--- config.mk ---
export PLATFORM = sky130hd
export DESIGN_NAME = multichannel_section_window_meter
export DESIGN_NICKNAME = d
export VERILOG_FILES = /design/src/rtl/multichannel_section_window_meter.sv
export SDC_FILE = /design/constraint.sdc
export NUM_CORES = 1
export LEC_CHECK = 0
export ABC_AREA = 1
export CAP_MARGIN = 20
export CORE_UTILIZATION = 55
export DETAILED_ROUTE_END_ITERATION = 10
export PLACE_DENSITY = 0.76
export SLEW_MARGIN = 25
export SYNTH_ARGS = -nofsm -noshare
export SYNTH_HDL_FRONTEND = slang
export SYNTH_SLANG_ARGS = --single-unit
--- constraint.sdc ---
create_clock -name clk -period 5.53 [get_ports clk]
set_input_delay 0.8295 -clock clk [delete_from_list [all_inputs] [get_ports clk]]
set_output_delay 0.8295 -clock clk [all_outputs]
set_load 0.01 [all_outputs]
--- src/rtl/multichannel_section_window_meter.sv ---
// multichannel_section_window_meter
// Accepts time-interleaved samples tagged with a channel index, tracks the
// min/max of each channel over sections of sample_count samples, keeps the
// last buffer_depth section results per channel in a ring, and after every
// completed section reports that channel's window min, max and peak-to-peak.
//
// Ports:
//   clk          clock, everything on the rising edge
//   reset        synchronous active-low reset
//   i_valid      sample valid
//   i_ready      block can accept a sample (high only while idle)
//   i_channel    channel tag of the sample
//   i_value      sample value
//   o_valid      window result valid
//   o_ready      downstream accepts the result
//   o_channel    channel the result belongs to
//   o_value      window max minus window min
//   o_min_value  window minimum
//   o_max_value  window maximum
module multichannel_section_window_meter #(
   parameter int width        = 16,
   parameter int sample_count = 4,
   parameter int buffer_depth = 4,
   parameter int channels     = 2,
   parameter int is_signed    = 0,
   localparam int cw          = (channels > 1) ? $clog2(channels) : 1
) (
   input  logic             clk,
   input  logic             reset,
   input  logic             i_valid,
   output logic             i_ready,
   input  logic [cw-1:0]    i_channel,
   input  logic [width-1:0] i_value,
   output logic             o_valid,
   input  logic             o_ready,
   output logic [cw-1:0]    o_channel,
   output logic [width-1:0] o_value,
   output logic [width-1:0] o_min_value,
   output logic [width-1:0] o_max_value
);

   localparam int scw = (sample_count > 1) ? $clog2(sample_count) : 1;
   localparam int pw  = (buffer_depth > 1) ? $clog2(buffer_depth) : 1;
   localparam int fw  = $clog2(buffer_depth + 1);

   localparam logic [scw-1:0] cnt_last = scw'(sample_count - 1);
   localparam logic [scw-1:0] cnt_one  = scw'(1);
   localparam logic [pw-1:0]  ptr_last = pw'(buffer_depth - 1);
   localparam logic [pw-1:0]  ptr_one  = pw'(1);
   localparam logic [fw-1:0]  fill_max = fw'(buffer_depth);
   localparam logic [fw-1:0]  fill_one = fw'(1);
   localparam logic [cw:0]    ch_limit = (cw + 1)'(channels);

   typedef enum logic [1:0] {
      ST_IDLE = 2'd0,
      ST_SCAN = 2'd1,
      ST_OUT  = 2'd2
   } state_t;

   // a < b in the selected comparison mode
   function automatic logic less_than(input logic [width-1:0] a, input logic [width-1:0] b);
      if (is_signed != 0) begin
         less_than = ($signed(a) < $signed(b));
      end else begin
         less_than = (a < b);
      end
   endfunction

   state_t           state_r;
   logic             i_ready_r;
   logic             o_valid_r;
   logic [cw-1:0]    o_channel_r;
   logic [width-1:0] o_value_r;
   logic [width-1:0] o_min_r;
   logic [width-1:0] o_max_r;

   logic [scw-1:0]   cnt_r     [channels];
   logic [width-1:0] acc_min_r [channels];
   logic [width-1:0] acc_max_r [channels];
   logic [pw-1:0]    wr_ptr_r  [channels];
   logic [fw-1:0]    fill_r    [channels];
   logic [width-1:0] ring_min_r [channels][buffer_depth];
   logic [width-1:0] ring_max_r [channels][buffer_depth];

   // Window scan: one ring entry is read per cycle into rd_*, and folded
   // into win_* the following cycle.
   logic [cw-1:0]    scan_ch_r;
   logic [fw-1:0]    scan_idx_r;
   logic             rd_pend_r;
   logic [width-1:0] rd_min_r;
   logic [width-1:0] rd_max_r;
   logic [width-1:0] win_min_r;
   logic [width-1:0] win_max_r;
   logic             win_first_r;

   logic             in_xfer_s;
   logic             ch_ok_s;
   logic             complete_s;
   logic [width-1:0] samp_min_s;
   logic [width-1:0] samp_max_s;
   logic [width-1:0] fold_min_s;
   logic [width-1:0] fold_max_s;
   logic [fw-1:0]    scan_fill_s;

   assign in_xfer_s   = i_valid && i_ready_r;
   assign ch_ok_s     = ({1'b0, i_channel} < ch_limit);
   assign complete_s  = in_xfer_s && ch_ok_s && (cnt_r[i_channel] == cnt_last);
   assign scan_fill_s = fill_r[scan_ch_r];

   // Section min/max including the sample being accepted now
   always_comb begin
      samp_min_s = i_value;
      samp_max_s = i_value;
      if (cnt_r[i_channel] != {scw{1'b0}}) begin
         samp_min_s = less_than(acc_min_r[i_channel], i_value) ? acc_min_r[i_channel] : i_value;
         samp_max_s = less_than(i_value, acc_max_r[i_channel]) ? acc_max_r[i_channel] : i_value;
      end else begin
         samp_min_s = i_value;
         samp_max_s = i_value;
      end
   end

   // Window min/max after folding the ring entry held in rd_*
   always_comb begin
      fold_min_s = rd_min_r;
      fold_max_s = rd_max_r;
      if (win_first_r) begin
         fold_min_s = rd_min_r;
         fold_max_s = rd_max_r;
      end else begin
         fold_min_s = less_than(rd_min_r, win_min_r) ? rd_min_r : win_min_r;
         fold_max_s = less_than(win_max_r, rd_max_r) ? rd_max_r : win_max_r;
      end
   end

   // Per-channel section counter, accumulator, ring pointer and fill count
   always_ff @(posedge clk) begin
      if (!reset) begin
         for (int c = 0; c < channels; c++) begin
            cnt_r[c]     <= {scw{1'b0}};
            acc_min_r[c] <= {width{1'b0}};
            acc_max_r[c] <= {width{1'b0}};
            wr_ptr_r[c]  <= {pw{1'b0}};
            fill_r[c]    <= {fw{1'b0}};
         end
      end else if (in_xfer_s && ch_ok_s) begin
         if (complete_s) begin
            cnt_r[i_channel]     <= {scw{1'b0}};
            acc_min_r[i_channel] <= {width{1'b0}};
            acc_max_r[i_channel] <= {width{1'b0}};
            wr_ptr_r[i_channel]  <= (wr_ptr_r[i_channel] == ptr_last) ? {pw{1'b0}}
                                                                     : wr_ptr_r[i_channel] + ptr_one;
            if (fill_r[i_channel] != fill_max) begin
               fill_r[i_channel] <= fill_r[i_channel] + fill_one;
            end
         end else begin
            cnt_r[i_channel]     <= cnt_r[i_channel] + cnt_one;
            acc_min_r[i_channel] <= samp_min_s;
            acc_max_r[i_channel] <= samp_max_s;
         end
      end
   end

   // Ring storage: contents need no reset because fill gates every read
   always_ff @(posedge clk) begin
      if (complete_s) begin
         ring_min_r[i_channel][wr_ptr_r[i_channel]] <= samp_min_s;
         ring_max_r[i_channel][wr_ptr_r[i_channel]] <= samp_max_s;
      end
   end

   // Control FSM with registered handshake and result outputs
   always_ff @(posedge clk) begin
      if (!reset) begin
         state_r     <= ST_IDLE;
         i_ready_r   <= 1'b0;
         o_valid_r   <= 1'b0;
         o_channel_r <= {cw{1'b0}};
         o_value_r   <= {width{1'b0}};
         o_min_r     <= {width{1'b0}};
         o_max_r     <= {width{1'b0}};
         scan_ch_r   <= {cw{1'b0}};
         scan_idx_r  <= {fw{1'b0}};
         rd_pend_r   <= 1'b0;
         rd_min_r    <= {width{1'b0}};
         rd_max_r    <= {width{1'b0}};
         win_min_r   <= {width{1'b0}};
         win_max_r   <= {width{1'b0}};
         win_first_r <= 1'b1;
      end else begin
         case (state_r)
            ST_IDLE: begin
               o_valid_r <= 1'b0;
               if (complete_s) begin
                  state_r     <= ST_SCAN;
                  i_ready_r   <= 1'b0;
                  scan_ch_r   <= i_channel;
                  scan_idx_r  <= {fw{1'b0}};
                  rd_pend_r   <= 1'b0;
                  win_first_r <= 1'b1;
               end else begin
                  i_ready_r <= 1'b1;
               end
            end
            ST_SCAN: begin
               if (rd_pend_r) begin
                  win_min_r   <= fold_min_s;
                  win_max_r   <= fold_max_s;
                  win_first_r <= 1'b0;
               end
               if (scan_idx_r < scan_fill_s) begin
                  rd_min_r   <= ring_min_r[scan_ch_r][scan_idx_r[pw-1:0]];
                  rd_max_r   <= ring_max_r[scan_ch_r][scan_idx_r[pw-1:0]];
                  rd_pend_r  <= 1'b1;
                  scan_idx_r <= scan_idx_r + fill_one;
               end else begin
                  // All valid entries read; the one in rd_* is the last fold
                  rd_pend_r <= 1'b0;
                  if (rd_pend_r) begin
                     state_r     <= ST_OUT;
                     o_valid_r   <= 1'b1;
                     o_channel_r <= scan_ch_r;
                     o_min_r     <= fold_min_s;
                     o_max_r     <= fold_max_s;
                     o_value_r   <= fold_max_s - fold_min_s;
                  end
               end
            end
            ST_OUT: begin
               if (o_ready) begin
                  state_r   <= ST_IDLE;
                  o_valid_r <= 1'b0;
                  i_ready_r <= 1'b1;
               end
            end
            default: begin
               state_r   <= ST_IDLE;
               i_ready_r <= 1'b0;
               o_valid_r <= 1'b0;
            end
         endcase
      end
   end

   assign i_ready     = i_ready_r;
   assign o_valid     = o_valid_r;
   assign o_channel   = o_channel_r;
   assign o_value     = o_value_r;
   assign o_min_value = o_min_r;
   assign o_max_value = o_max_r;

endmodule

After elaboration in Yosys (flattened, before gate mapping)
Memory sizes are Yosys's and may differ from the RTL's. A register that Yosys moved wholly into a read port is not among the register bits.
Index checks and enable logic that the tools add are counted.

storage, ports and cells
  register bits after elaboration = 123
  bits in writable memories = 334
  input bits = 21
  word-level logic and storage cells = 153
  memories kept = 7

operators by class
  add/sub/neg operators = 5
  order comparisons = 8
  equality and inequality tests = 10
  multiplexer cells = 80
  bitwise operators = 7
  reductions and logical operators = 21

memory list
  name             words  width  read ports  clocked after memory_dff  wr ports  RTL line  text
  ring_max_r       2      64     1           1                         1         83        logic [width-1:0] ring_max_r [channels][buffer_depth];
  ring_min_r       2      64     1           1                         1         82        logic [width-1:0] ring_min_r [channels][buffer_depth];
  acc_max_r        2      16     1           0                         2         79        logic [width-1:0] acc_max_r [channels];
  acc_min_r        2      16     1           0                         2         78        logic [width-1:0] acc_min_r [channels];
  fill_r           2      3      2           1                         2         81        logic [fw-1:0] fill_r [channels];
  cnt_r            2      2      1           0                         2         77        logic [scw-1:0] cnt_r [channels];
  1 more memories  n/a    n/a    n/a         n/a                       n/a       n/a

operators by type and width
  kind                 count
  $mux 16              17
  $bmux 16 s2          2
  $lt 16x16->1         4
  $mux 64              1
  $mux 1               42
  $demux 16 s2         1
  $reduce_or 16->1     2
  $mux 2               8
  $sub 16x16->16       1
  $reduce_and 3->1     4
  $ne 2x2->1 const B   5
  $reduce_and 2->1     5
  $mux 3               3
  $add 3x1->3 const B  2
  $eq 2x2->1 const B   3
  $ge 3x3->1 const B   2
  $not 2->3            2
  $pmux 1 s2           3
  $pmux 2 s3           1
  $pmux 3 s2           1
  $add 2x1->2 const B  2
  $reduce_and 4->1     1
  $reduce_bool 2->1    2
  $reduce_or 2->1      2
  10 further kinds     15

Longest topological paths before layout
An unclocked memory read counts as a cell.

  word-level depth = 10
  depth in mapped cells = 30

Worst setup path before layout
OpenSTA, ideal clock, no wires.

  path kind = input port to flip-flop
  from = input port i_channel
  to = memory ring_max_r[0][0] (netlist name) (enable)
  setup time = 0.461 ns
  arrival = 4.572 ns
  setup slack = 0.497 ns
  stages = 10
  buffers on the path = 3
  path through = clkbuf_1 > clkbuf_1 > buf_1 > o21ai_0 > inv_1 > ha_1 > inv_1 > nor2_1 > clkinv_1 > nor3_1

between the ends
  longest elaborated chain between the ends = 7
  elaborated cells on any way between the ends = 12
  classes of those cells = 2 x order compare; 1 x eq/ne; 4 x mux; 1 x bitwise; 2 x reduce/logical; 2 x memory

RTL lines
  what                                                                   RTL line  text
  from (decl)                                                            32        input logic [cw-1:0] i_channel,
  $mem_v2 2x2                                                            n/a
  $not 2->3 (implied by the code)                                        168       ring_max_r[i_channel][wr_ptr_r[i_channel]] <= samp_max_s;
  $ge 3x3->1 (implied by the code) / $lt 3x1->1 (equally long branches)  168
  $logic_and 1x1->1 (implied by the code)                                168
  $mux 16 (implied by the code)                                          168
  $demux 16 s2                                                           168
  $mux 64 (implied by the code)                                          168
  to (decl)                                                              83

Parallel ways exist; a longest one is shown, timed or not.

Final worst setup path
  from = register rd_max_r[7]
  to = register o_value_r[12] (netlist: o_value[12])

between the ends
  longest elaborated chain between the ends = 5

RTL lines
  what                    RTL line  text
  from (decl)             91        logic [width-1:0] rd_max_r;
  from (signal assigned)  186       rd_max_r <= {width{1'b0}};
  from (signal assigned)  213       rd_max_r <= ring_max_r[scan_ch_r][scan_idx_r[pw-1:0]];
  $lt 16x16->1            65        less_than = (a < b);
  $mux 1                  127       if (win_first_r) begin
  $mux 16                 132       fold_max_s = less_than(win_max_r, rd_max_r) ? rd_max_r : win_max_r;
  $mux 16 *               127
  $sub 16x16->16 *        225       o_value_r <= fold_max_s - fold_min_s;
  to (signal assigned)    179       o_value_r <= {width{1'b0}};
  to (signal assigned)    225
  to (decl)               73        logic [width-1:0] o_value_r;

Mark *: on every way between the ends. The rest lies on a longest branch, timed or not. The select of a mux whose other input is x is not followed.
A chain may end at the register's enable or synchronous reset.

==> flow_metrics.env <==
export IMPL_powerDensity_nw_per_um2=431
export IMPL_die_y_um=198
export IMPL_finClkSkew_ns=0.0265
export IMPL_setup_viol=0
export IMPL_rsz0062_at_grt="no"
export IMPL_core_area_um2=37800
export IMPL_area_delta_synth_final_pct=12.4
export IMPL_max_cap_viol_count=0
export IMPL_reg2reg_to="o_value[12]"
export IMPL_synth_warnings=0
export IMPL_grt_pass1_vias=15145
export IMPL_initial_core_util=0.561
export IMPL_hold_buffers=0
export IMPL_grt_pass1_wl_um=79400
export IMPL_clk_latency_ns=0.59
export IMPL_drtPass1Iterations=5
export IMPL_num_io_pins=72
export IMPL_cts_root_buf="clkbuf_16"
export IMPL_yosysUniqueCellTypes=46
export IMPL_min_path_type="flip-flop to flip-flop"
export IMPL_synth_edf_count=334
export IMPL_cts_setup_buffers=0
export IMPL_grt_use_total=0.264
export IMPL_maxSlewViolCount=0
export IMPL_seq_area_um2=12500
export IMPL_yosys_area_top_type_share=0.473
export IMPL_synth_flop_cell="edfxtp_1"
export IMPL_p_leak_uw=0.00936
export IMPL_drt_initial_drc_count=1195
export IMPL_cts_clk_slew_worst_paths_ns=0.06
export IMPL_die_w_um=198
export IMPL_grt_max_degree=81
export IMPL_worstSetupPathType="flip-flop to flip-flop"
export IMPL_antenna_found_initial=0
export IMPL_syn_area_per_cell_um2=9.72
export IMPL_clock_sinks=458
export IMPL_num_vias=15561
export IMPL_max_slew_margin=0.359
export IMPL_finalWeightedCongestion=0.912
export IMPL_rrSetupSlack_ns=1.31
export IMPL_io_buffers=71
export IMPL_fin_crit_sh=0.763
export IMPL_synth_yosys_seq_area_share=0.591
export IMPL_yosysTopAreaCell="edfxtp_1"
export IMPL_ff2ff_path_depth=25
export IMPL_max_clock_path_buffers=3
export IMPL_fill_cells=3002
export IMPL_cts_tree="built"
export IMPL_wl_per_cell_um=18.2
export IMPL_crit_path_end_kind="flip-flop"
export IMPL_min_delay_start="o_valid"
export IMPL_overflow=0
export IMPL_syn_area_um2=21200
export IMPL_hold_path_depth=2
export IMPL_antenna_cells=0
export IMPL_r2r_start="rd_max_r[7]"
export IMPL_whs_endpoint="o_valid"
export IMPL_startpoint_type="flip-flop"
export IMPL_fmax_mhz=237
export IMPL_ir_drop_mv=0.286
export IMPL_total_power_uw=10300
export IMPL_crit_path_max_fanout=32
export IMPL_worst_pin_slew_ns=0.951
export IMPL_numCtsBuffers=47
export IMPL_drc_errors=0
export IMPL_timing_final_ws_setup_ns=1.31
export IMPL_htree_levels=2
export IMPL_ys_ff_latch=458
export IMPL_cp_arrival_ns=4.69
export IMPL_cts_resized=0
export IMPL_setup_tns_ns=0
export IMPL_netlist_instances=2179
export IMPL_nets=2311
export IMPL_dieArea_um2=39300
export IMPL_async_flop_share=0
export IMPL_hold_violations=0
export IMPL_drive_above_1_share=0.0948
export IMPL_status="finished, final reports clean"
export IMPL_syn_nets=2280
export IMPL_required_ns=6.00
export IMPL_pre_cts_ws_ns=1.33
export IMPL_viasPerCell=5.64
export IMPL_drt_total_wl_um=50200
export IMPL_multi_input_area_um2=7370
export IMPL_ant_nets=0
export IMPL_min_period_ns=4.22
export IMPL_row_count=71
export IMPL_dpl_hpwl_um=31100
export IMPL_netlist_top_cells_area="edfxtp_1, dfxtp_1, nor2_1"
==> metal layers <==
layer | up-vias | GRT usage | routed length (um)
met2 | 538 | 0.448 | 24600
met3 | 128 | 0.0327 | 3270
met4 | 0 | 0.125 | 2040
li1 | 7508 | - | -
met5 | - | 0 | 0
met1 | 7387 | 0.335 | 20300
==> critical path, cell delays in order, from the launching register on <==
cell and delay, ns:
dfxtp_1 0.34, inv_1 0.08, ha_1 0.30, nand2_1 0.08
nor2_1 0.13, nand2_1 0.08, nand2_1 0.06, nand2_1 0.06
nand2_2 0.17, nand2_2 0.37, o21ai_0 0.67, ha_1 0.25
inv_1 0.06, fa_1 0.40, a31oi_1 0.25, nor2_1 0.07
o21ai_1 0.12, nand2_1 0.10, nand2_2 0.10, nand2_2 0.06
nand3_1 0.08, nand2_1 0.06, nand2_1 0.05, nand3_1 0.06
nand2_1 0.09, inv_1 0.03
==> cell usage after synthesis, types with 2 or more instances <==
cell type and number:
buf_6 6, xnor2_1 6, o21ai_2 19, o211ai_1 36
nor3_1 12, a21oi_1 102, inv_1 212, o21ai_0 190
or2_2 19, o21a_1 2, o21ai_1 12, nand4_1 3
buf_2 7, clkbuf_1 90, edfxtp_1 334, clkinv_1 5
buf_4 2, ha_1 79, a31oi_1 3, nand2_2 21
buf_1 15, xor2_1 4, a211oi_1 65, a21oi_2 17
nand3_1 45, nor2_4 2, o32ai_1 33, nor2_1 385
nand2_1 304, inv_2 8, nand2_4 3, dfxtp_1 124
==> flip-flops by register name, indices dropped and copies added, names as in the netlist, 2 cells and up, named ones only <==
register / flops
ring_max_r: 128
ring_min_r: 128
acc_max_r: 32
acc_min_r: 32
o_max_value: 16
o_min_value: 16
o_value: 16
rd_max_r: 16
rd_min_r: 16
win_max_r: 16
win_min_r: 16
fill_r: 6
cnt_r: 4
wr_ptr_r: 4
scan_idx_r: 3
state_r: 2
==> how the worst max path moves through the flow <==
stage,startpoint,to,depth (start not counted)
after CTS,rd_max_r[7],o_value[12],25
final,rd_max_r[7],o_value[12],25
after global placement,rd_max_r[15],o_value[14],25
after detailed placement,rd_max_r[7],o_value[12],25
after floorplan,i_channel,ring_max_r[0][0],10
after global routing,rd_max_r[15],o_value[14],25
==> cells in the final DEF (no fill, tap or decap), types with 6 or more instances in the layout <==
cell type,netlist,routed
a211oi_1,65,65
a21oi_1,102,102
a21oi_2,17,17
buf_4,2,31
clkbuf_1,90,10
clkbuf_16,0,48
clkdlybuf4s50_1,0,69
clkinv_1,5,9
clkinv_2,0,12
dfxtp_1,124,121
edfxtp_1,334,334
ha_1,79,79
inv_1,212,211
inv_2,8,10
nand2_1,304,304
nand2_2,21,21
nand3_1,45,44
nor2_1,385,383
nor3_2,1,9
o211ai_1,36,36
o21ai_0,190,190
o21ai_1,12,12
o21ai_2,19,19
o32ai_1,33,33
or2_2,19,19
xnor2_1,6,6
==> power by group <==
group          internal (uW)  leakage [uW]  switching (uW)
clock network           1760      0.000738            1320
registers               4020       0.00413             170
logic                   1090       0.00450            1920
==> cells by family (layout without fill, tap and decap cells) <==
kind of cell / after synthesis / count (layout) / share of synthesized area
AO/OA/AOI/OAI: 485 / 485 / 0.140
XOR/XNOR: 10 / 10 / 0.00413
adder cells (fa/ha/maj): 80 / 80 / 0.0476
buffers and inverters: 345 / 414 / 0.0640
flip-flops: 458 / 458 / 0.591
AND/OR/NAND/NOR: 801 / 801 / 0.153
==> area by class of cell <==
cell class                      count  area share
Clock buffer                       63      0.0549
Clock inverter                     24     0.00789
Tap cell                          511      0.0269
Timing Repair Buffer              102      0.0392
Inverter                          225      0.0355
Sequential cell                   458       0.526
Multi-Input combinational cell   1376       0.310
==> per-stage QoR <==
step / instances / utilization / hold slack [ns] / cell area (um2)
2_1_floorplan: 2179 / - / 0.446 / 21200
3_3_place_gp: 2672 / 0.591 / 0.456 / 22300
3_5_place_dp: 2672 / 0.591 / 0.468 / 22300
4_1_cts: 2759 / 0.630 / 0.475 / 23800
5_1_grt: 2759 / 0.630 / 0.484 / 23800
6_report: 2759 / 0.630 / 0.469 / 23800
Power figures use the tool's default switching activity.
